### src/rtl/arbiter_n_to_1_request_scheduler_if.sv
// rtl/arbiter_n_to_1_request_scheduler_if.sv - packet types and request/response bundle for the N-to-1 scheduler
//
// Purpose: shared packet/FIFO-state types and the interface that groups every
// non-clock, non-reset signal of arbiter_n_to_1_request_scheduler.
// Ports (interface members):
//   enable_in                   scheduling enable (low pauses new grants)
//   request_in[N-1:0]           FWFT heads of the requester FIFOs
//   fifo_downstream_signals_in  downstream FIFO state (prog_full used)
//   fifo_request_signals_out    per-requester rd_en / wr_en
//   request_out                 forwarded packet
//   grant_out                   one-hot registered grant
//   busy_out                    grant or output packet in flight
// master: drives requests/enable/downstream state; slave: the scheduler.

package arbiter_n_to_1_request_scheduler_pkg;

  typedef struct packed {
    logic        valid;
    logic [31:0] payload;
  } EnginePacket;

  typedef struct packed {
    logic full;
    logic prog_full;
    logic empty;
  } FIFOStateSignalsOutput;

  typedef struct packed {
    logic rd_en;
    logic wr_en;
  } FIFOStateSignalsInput;

endpackage

interface arbiter_n_to_1_request_scheduler_if #(
  parameter int NUM_ENGINE_REQUESTOR = 4
) ();
  import arbiter_n_to_1_request_scheduler_pkg::*;

  logic                                            enable_in;
  EnginePacket          [NUM_ENGINE_REQUESTOR-1:0] request_in;
  FIFOStateSignalsOutput                           fifo_downstream_signals_in;
  FIFOStateSignalsInput [NUM_ENGINE_REQUESTOR-1:0] fifo_request_signals_out;
  EnginePacket                                     request_out;
  logic                 [NUM_ENGINE_REQUESTOR-1:0] grant_out;
  logic                                            busy_out;

  modport master (
    output enable_in, request_in, fifo_downstream_signals_in,
    input  fifo_request_signals_out, request_out, grant_out, busy_out
  );

  modport slave (
    input  enable_in, request_in, fifo_downstream_signals_in,
    output fifo_request_signals_out, request_out, grant_out, busy_out
  );

endinterface

### src/rtl/arbiter_n_to_1_request_scheduler.sv
// rtl/arbiter_n_to_1_request_scheduler.sv - round-robin N-to-1 request scheduler
//
// Purpose: shares one downstream request path among NUM_ENGINE_REQUESTOR
// FWFT requester FIFOs. Grants at most one requester per cycle, pops it with
// rd_en and forwards the popped packet one cycle later.
// Ports:
//   ap_clk  clock
//   areset  synchronous active-high reset, registered once before use
//   bus     slave side of arbiter_n_to_1_request_scheduler_if

module arbiter_n_to_1_request_scheduler
  import arbiter_n_to_1_request_scheduler_pkg::*;
#(
  parameter int NUM_ENGINE_REQUESTOR = 4,
  parameter int REQ_SEL_WIDTH        = $clog2(NUM_ENGINE_REQUESTOR)
) (
  input logic                               ap_clk,
  input logic                               areset,
  arbiter_n_to_1_request_scheduler_if.slave bus
);

  localparam int N = NUM_ENGINE_REQUESTOR;

  typedef enum logic [1:0] {
    S_SETUP,
    S_IDLE,
    S_RUN,
    S_STALL
  } state_t;

  state_t                   state;
  logic                     rst_q;
  logic [REQ_SEL_WIDTH-1:0] rr_ptr;
  logic [REQ_SEL_WIDTH-1:0] rr_ptr_next;
  logic [N-1:0]             rd_en_reg;
  logic [N-1:0]             elig;
  logic [N-1:0]             grant_vec;
  logic                     grant_valid;
  logic                     prog_full;
  logic                     out_valid;
  logic [31:0]              out_payload;
  logic                     unused_fifo_state;

  assign prog_full         = bus.fifo_downstream_signals_in.prog_full;
  assign unused_fifo_state = bus.fifo_downstream_signals_in.full ^
                             bus.fifo_downstream_signals_in.empty;

  always_ff @(posedge ap_clk) begin
    rst_q <= areset;
  end

  // A requester popped this cycle still shows its old FWFT head; mask it.
  always_comb begin
    elig = '0;
    for (int i = 0; i < N; i++) begin
      elig[i] = bus.request_in[i].valid & ~rd_en_reg[i];
    end
  end

  // First eligible index scanning upward from rr_ptr, modulo N.
  always_comb begin : p_grant
    logic [REQ_SEL_WIDTH-1:0] idx;
    idx         = '0;
    grant_vec   = '0;
    grant_valid = 1'b0;
    rr_ptr_next = rr_ptr;
    if (state == S_RUN && !prog_full) begin
      for (int k = 0; k < N; k++) begin
        idx = REQ_SEL_WIDTH'((int'(rr_ptr) + k) % N);
        if (!grant_valid && elig[idx]) begin
          grant_valid    = 1'b1;
          grant_vec[idx] = 1'b1;
          rr_ptr_next    = REQ_SEL_WIDTH'((int'(idx) + 1) % N);
        end
      end
    end
  end

  always_ff @(posedge ap_clk) begin
    if (rst_q) begin
      state     <= S_SETUP;
      rr_ptr    <= '0;
      rd_en_reg <= '0;
      out_valid <= 1'b0;
    end else begin
      // Raw areset squashes anything in flight so no packet is delivered
      // while the registered reset is still catching up.
      rd_en_reg <= areset ? '0 : grant_vec;
      out_valid <= ~areset & (|rd_en_reg);
      if (grant_valid) begin
        rr_ptr <= rr_ptr_next;
      end
      case (state)
        S_SETUP: state <= S_IDLE;
        S_IDLE:  if (bus.enable_in) state <= S_RUN;
        S_RUN: begin
          if (prog_full)           state <= S_STALL;
          else if (!bus.enable_in) state <= S_IDLE;
        end
        S_STALL: begin
          if (!prog_full) state <= bus.enable_in ? S_RUN : S_IDLE;
        end
        default: state <= S_SETUP;
      endcase
    end
  end

  // Payload is captured while the granted head is still unpopped; it is
  // deliberately not reset and holds when out_valid is low.
  always_ff @(posedge ap_clk) begin
    for (int i = 0; i < N; i++) begin
      if (rd_en_reg[i]) begin
        out_payload <= bus.request_in[i].payload;
      end
    end
  end

  always_comb begin
    bus.fifo_request_signals_out = '0;
    for (int i = 0; i < N; i++) begin
      bus.fifo_request_signals_out[i].rd_en = rd_en_reg[i];
      bus.fifo_request_signals_out[i].wr_en = 1'b0;
    end
  end

  assign bus.request_out = {out_valid, out_payload};
  assign bus.grant_out   = rd_en_reg;
  assign bus.busy_out    = (|rd_en_reg) | out_valid;

endmodule
### src/flat_wrapper.sv
// flat-port wrapper written by rule: the top's interface ports become plain ports
module arbiter_n_to_1_request_scheduler_flat import arbiter_n_to_1_request_scheduler_pkg::*;
#(
  parameter int NUM_ENGINE_REQUESTOR = 4,
  parameter int REQ_SEL_WIDTH        = $clog2(NUM_ENGINE_REQUESTOR)
)
  (ap_clk, areset, bus_enable_in, bus_request_in, bus_fifo_downstream_signals_in, bus_fifo_request_signals_out, bus_request_out, bus_grant_out, bus_busy_out);
  arbiter_n_to_1_request_scheduler_if #(.NUM_ENGINE_REQUESTOR(NUM_ENGINE_REQUESTOR)) bus_i ();
  input logic ap_clk;
  input logic areset;
  input wire logic [$bits(bus_i.enable_in)-1:0] bus_enable_in;
  input wire logic [$bits(bus_i.request_in)-1:0] bus_request_in;
  input wire logic [$bits(bus_i.fifo_downstream_signals_in)-1:0] bus_fifo_downstream_signals_in;
  output wire logic [$bits(bus_i.fifo_request_signals_out)-1:0] bus_fifo_request_signals_out;
  output wire logic [$bits(bus_i.request_out)-1:0] bus_request_out;
  output wire logic [$bits(bus_i.grant_out)-1:0] bus_grant_out;
  output wire logic [$bits(bus_i.busy_out)-1:0] bus_busy_out;
  assign bus_i.enable_in = bus_enable_in;
  assign bus_i.request_in = bus_request_in;
  assign bus_i.fifo_downstream_signals_in = bus_fifo_downstream_signals_in;
  assign bus_fifo_request_signals_out = bus_i.fifo_request_signals_out;
  assign bus_request_out = bus_i.request_out;
  assign bus_grant_out = bus_i.grant_out;
  assign bus_busy_out = bus_i.busy_out;
  arbiter_n_to_1_request_scheduler #(.NUM_ENGINE_REQUESTOR(NUM_ENGINE_REQUESTOR), .REQ_SEL_WIDTH(REQ_SEL_WIDTH)) u_core (.ap_clk(ap_clk), .areset(areset), .bus(bus_i));
endmodule
### config.mk
export PLATFORM = sky130hd
export DESIGN_NAME = arbiter_n_to_1_request_scheduler_flat
export DESIGN_NICKNAME = d
export VERILOG_FILES = /design/src/rtl/arbiter_n_to_1_request_scheduler_if.sv /design/src/rtl/arbiter_n_to_1_request_scheduler.sv /design/src/flat_wrapper.sv
export SDC_FILE = /design/constraint.sdc
export NUM_CORES = 1
export LEC_CHECK = 0
export ABC_CLOCK_PERIOD_IN_PS = 2750
export BUFFER_PORTS_ARGS = -buffer_cell sky130_fd_sc_hd__buf_2
export CAP_MARGIN = 30
export CORE_UTILIZATION = 35
export DETAILED_ROUTE_END_ITERATION = 12
export GPL_TIMING_DRIVEN = 1
export PLACE_DENSITY = 0.78
export SYNTH_ARGS = -nofsm -noshare
export SYNTH_HDL_FRONTEND = slang
export SYNTH_SLANG_ARGS = --single-unit
### constraint.sdc
create_clock -name ap_clk -period 2.75 [get_ports ap_clk]
set_clock_uncertainty 0.1 [all_clocks]
set_input_delay 0.275 -clock ap_clk [delete_from_list [all_inputs] [get_ports ap_clk]]
set_output_delay 0.275 -clock ap_clk [all_outputs]
set_load 0.005 [all_outputs]
---- Word level (Yosys, flattened, before mapping) ----
Index checks and enable logic that the tools add are counted.
word-level totals
  input port bits ......................... 138
  output and inout port bits .............. 46
  memories kept ........................... 0
  bits in latches ......................... 0
  memory bits (read-only) ................. 0
  bits in writable memories ............... 0
  flip-flop bits (word level) ............. 42
operators by class
  bitwise operators ....................... 15
  shifts and indexed selects .............. 0
  reduce and logical (&&, ||, !) cells .... 19
  magnitude comparators ................... 8
  muxes and demuxes ....................... 45
  div/mod/pow operators ................... 0
  multiply operators ...................... 0
  equal/unequal tests ..................... 6
  $add $sub $neg .......................... 6
operators by type and width
  operator                                                            count
  2-to-1 mux 32 bit                                                   4
  2-to-1 mux 4 bit                                                    7
  2-to-1 mux 2 bit                                                    9
  2-to-1 mux 1 bit                                                    16
  less-than comparator 2 x 3 -> 1 bit (second input constant)         4
  OR 4 bit                                                            3
  adder 2 x 1 -> 2 bit (second input constant)                        4
  binary-select mux 1 bit (select 2 bit)                              4
  demux 1 bit (select 2 bit)                                          4
  greater-or-equal comparator 2 x 1 -> 1 bit (second input constant)  4
  logical AND 1 bit                                                   8
  one-hot mux 2 bit (4 select lines)                                  1
  nonzero test 4 bit                                                  2
  inverter 1 bit                                                      6
  AND reduction 3 bit                                                 2
  bitwise AND 1 bit                                                   5
  adder 2 bit (second input constant)                                 2
  equality test 2 bit (second input constant)                         2
  logical NOT 1 bit                                                   4
  != test 2 bit (second input constant)                               2
  OR reduction 4 bit                                                  1
  != test 3 bit (second input constant)                               1
  OR reduction 3 bit                                                  1
  equality test 2 x 1 -> 1 bit (second input constant)                1
  other kinds (2)                                                     2

---- Depth between registers and ports, before layout ----
  depth in word-level cells ............... 19
  gate-level depth with buffers ........... 10

---- Worst setup path after synthesis ----
Ideal clock, no wire load.
  path kind ............................... reg-to-reg
  start point ............................. reg u_core.rr_ptr[0]
  end point ............................... reg u_core.rd_en_reg[1] (netlist: u_core.bus.grant_out[1])
  required time ........................... 2,524 ps
  path buffers ............................ 2
  cell stages (with the launch flop) ...... 9
  setup slack ............................. 588 ps
  library setup time ...................... 126 ps
  period minus slack after synthesis ...... 2,162 ps
  data arrival time ....................... 1,936 ps
  path through ............................ dfxtp_1 buf_4 inv_2 ha_1 buf_2 mux4_2 o311a_4 a222oi_1 a21oi_1
between the ends
  longest elaborated chain between the ends .. 15
  elaborated cells on any way between the ends .. 53
  classes of those cells .................. add/sub (3); order compare (8); mux (29); bitwise (3); reduce/logical (10)
ends and longest elaborated chain
  element                                                                       line                                    source
  start, declared                                                               arbiter_n_to_1_request_scheduler.sv:33  logic [REQ_SEL_WIDTH-1:0] rr_ptr;
  start signal, assigned                                                        arbiter_n_to_1_request_scheduler.sv:91  rr_ptr <= rr_ptr_next;
  branches (longest 14 deep; another with less-than comparator 2 x 3 -> 1 bit)  --
  2-to-1 mux 4 bit (*)                                                          arbiter_n_to_1_request_scheduler.sv:70  if (!grant_valid && elig[idx]) begin
  end signal, assigned                                                          arbiter_n_to_1_request_scheduler.sv:88  rd_en_reg <= areset ? '0 : grant_vec;
  end, declared                                                                 arbiter_n_to_1_request_scheduler.sv:35  logic [N-1:0] rd_en_reg;
Every way passes the cells marked *. The select of a mux whose other input is x is not followed.
A chain may end at the register's enable or synchronous reset.

---- Final worst setup path ----
  start point ............................. reg u_core.rr_ptr[1]
  end point ............................... reg u_core.rr_ptr[1]
between the ends
  longest elaborated chain between the ends .. 17
  elaborated cells on any way between the ends .. 34
  classes of those cells .................. add/sub (6); mux (20); reduce/logical (8)
ends and longest elaborated chain
  element                                 line                                    source
  binary-select mux 1 bit (select 2 bit)  arbiter_n_to_1_request_scheduler.sv:70
  2-to-1 mux 1 bit (implied by the code)  arbiter_n_to_1_request_scheduler.sv:70
  2-to-1 mux 1 bit                        arbiter_n_to_1_request_scheduler.sv:70
  2-to-1 mux 1 bit                        arbiter_n_to_1_request_scheduler.sv:67  if (state == S_RUN && !prog_full) begin
  logical NOT 1 bit                       arbiter_n_to_1_request_scheduler.sv:70
  logical AND 1 bit                       arbiter_n_to_1_request_scheduler.sv:70
  2-to-1 mux 1 bit                        arbiter_n_to_1_request_scheduler.sv:70
  2-to-1 mux 1 bit                        arbiter_n_to_1_request_scheduler.sv:67
  logical NOT 1 bit                       arbiter_n_to_1_request_scheduler.sv:70
  logical AND 1 bit                       arbiter_n_to_1_request_scheduler.sv:70
  2-to-1 mux 1 bit                        arbiter_n_to_1_request_scheduler.sv:70
  2-to-1 mux 1 bit                        arbiter_n_to_1_request_scheduler.sv:67
  logical NOT 1 bit                       arbiter_n_to_1_request_scheduler.sv:70
  logical AND 1 bit                       arbiter_n_to_1_request_scheduler.sv:70
  2-to-1 mux 1 bit                        arbiter_n_to_1_request_scheduler.sv:70
  2-to-1 mux 1 bit                        arbiter_n_to_1_request_scheduler.sv:67
  AND reduction 3 bit (no line)           --
Several ways; a longest one is shown, not always the timed one. The select of a mux whose other input is x is not followed.

==> impl_results.md <==
- Outcome: completed
- Vias: 2846
- Total Wirelength: 7914 microns
- CTS max path bufs: 2
- Final setup viols: 0
- Post-synth top cells: 40 x a21oi_1, 40 x nand2_1, 38 x nor2_1, 37 x mux2i_1, 34 x o21ai_0
- Critical Path RT: 2840 ps
- Distinct cell type count after synthesis: 37
- PD cells: 401.7 mW/mm^2
- Share of synthesized registers carrying an async set or reset: 0%
- Initial Utilization: 36.32%
- CTS tree: done
- HP Class: in2reg
- Via density: 4.907
- Setup WS pre-CTS: 384.1 ps
- CTS Root Buffer Type: clkbuf_8
- Post-detail-place hpwl: 5951 microns
- Cell chain of the critical path: inv_1, ha_1, nand2b_1, nor4_1, a22oi_1, nand2_1, nor3_1, o2bb2ai_1
- Arr. time, crit path: 2530 ps
- Floorplan core area: 0.007767 sq mm
- Setup_tns: 0 ps
- Worst-margin pin slew: 645.9 ps
- Vias in the first global route: 2652
- Die Ht: 91.79 microns
- Fillcell total: 765
- Max-Cap Viols: 0
- Yosys warns: 0
- Initial antenna violation count: 0
- First-pass GRT wire length: 12210 microns
- Final Hold Viols: 0
- Main synth FF type: edfxtp_1
- P&R area growth vs syn: 37.30%
- Row cnt: 32
- I/O pin cnt: 184
- Post_cts resized: 0
- RSZ-0062 raised after global routing: no
- DR pass1 iterations: 4
- Gr usage total: 18.09%
- Pin count of the biggest net entering global routing: 67
- Minimum clock period after layout: 2444 ps
- # Post-CTS Setup Buffers: 0
- Routability Congestion: 0.8274
- Slew Viols, Final: 0
- Antenna viol nets, final: 0
- CP Launch Type: register
- Die Span X: 91.79 microns
- Diodes inserted: 0
- CP Capture Type: register
- Die ar.: 0.008424 sq mm
- Clock transition at the registers of the reported paths: 80 ps
- DRC Markers: 0
- Non-Filler Instances: 580
- Worst skew pair latency: 290 ps
- Final critical-path share of the clock period: 88.86%
- Maximum clock frequency: 409.2 MHz
- Share of layout cells above drive strength 1: 42.47%
- Worst IR Drop VDD: 0.2461 mV
- Slew HR: 56.94%
- Yosys top cell by area: edfxtp_1
- Max stage delay on crit path: 530 ps
- Register area share after synthesis: 41.15%
- Port Buf Inserts: 177
- Post-Syn Area per Cell: 8.986 sq um
- Hold Buf Count CTS: 0
- 1st-iter DRT viols: 128
- WS Path Type: reg2reg
- CTS Buf Count: 5
- Post-synth top area share: 34.06%
- H-Tree Depth: 2
- Wire per inst: 13.64 microns
- Clk sinks: 42
- Critical path's slowest cell: ha_1
- CP Max Fanout: 10
- #FFs+latches synth: 42
- Placed insts: 572
- Global route total overflow: 0
- Number of enable flip-flop cells after synthesis: 32
- Hold WS: 19.00 ps
- Setup ws final: 306.3 ps
- Synth Instances: 314
- Final nets: 623
- Overall power: 1.556 mW
- Synth Cell Area: 0.002821 sq mm
- Synth top area cells: edfxtp_1 34%, mux2i_1 13%, a21oi_1 7.1%, dfxtp_1 7.1%, o21ai_0 6.0%
- Leakage: 1.666 nW
per-stage QoR:
stage	util (%)	cell area (sq um)
2_1_floorplan	-	2833
6_report	49.87	3874
4_1_cts	49.87	3874
3_5_place_dp	48.03	3731
5_1_grt	49.87	3874
3_3_place_gp	48.03	3731
cells by family after synthesis:
logic type	Yosys count	synth area share [%]
simple gates	105	16.81
compound gates	85	17.12
buf+inv	33	6.208
fa+ha+maj	8	3.548
flops	42	41.15
xor+xnor	1	0.3105
other cells	1	0.1329
mux	39	14.72
critical path, delay by kind of cell (launching register included):
family                   cells  cell delay, ps
AO/OA/AOI/OAI                2             290
buffers and inverters        1             200
AND/OR/NAND/NOR              4             700
flip-flops                   1             510
adder cells (fa/ha/maj)      1             530
flip-flops by register name, indices dropped and copies added, names as in the netlist:
register,count
u_core.bus.grant_out,4
u_core.rr_ptr,2
u_core.out_valid,1
u_core.state,2
u_core.rst_q,1
u_core.out_payload,32
worst paths after layout:
| kind | from | end | slack (ps) | depth (start not counted) |
|---|---|---|---|---|
| max | u_core.rr_ptr[1] | u_core.rr_ptr[1] | 310 | 8 |
| min | areset | u_core.rst_q | 20 | 1 |
| max reg2reg | u_core.rr_ptr[1] | u_core.rr_ptr[1] | 310 | 8 |
| min reg2reg | u_core.state[0] | u_core.state[1] | 370 | 2 |
placed cells by master, fill, tap and decap left out, types with 5 or more instances in the layout:
cell type / instances
clkbuf_8: 6
ha_1: 8
dfxtp_1: 7
nor3_1: 8
mux2i_1: 37
buf_4: 6
a21oi_1: 40
buf_2: 177
nand2_1: 40
nand2b_1: 5
o21ai_0: 34
nor2_1: 38
edfxtp_1: 32
metal layers:
metal	GRT usage, %	vias up	share of wire (%)	wire [microns]
met5	0	-	0	0
met4	3.646	0	0.92	73
met3	3.483	8	6.7	527
met2	33.46	112	52	4082
met1	21.73	1284	41	3230
li1	-	1442	-	-
area by class of cell:
type	instances	area [sq um]	area share, %
Clock buffer	6	82.58	2.132
Clock inverter	2	60.06	1.550
Inverter	3	11.26	0.2907
Multi-Input combinational cell	242	1496	38.63
Sequential cell	42	1165	30.07
Tap cell	102	127.6	3.295
Timing Repair Buffer	183	930.9	24.03
where the power goes:
group	switching, mW	internal [mW]	total [mW]
logic	0.121	0.135	0.256
registers	0.00832	0.691	0.699
clock network	0.213	0.387	0.600
total	0.343	1.21	1.56
Power figures use the tool's default switching activity.
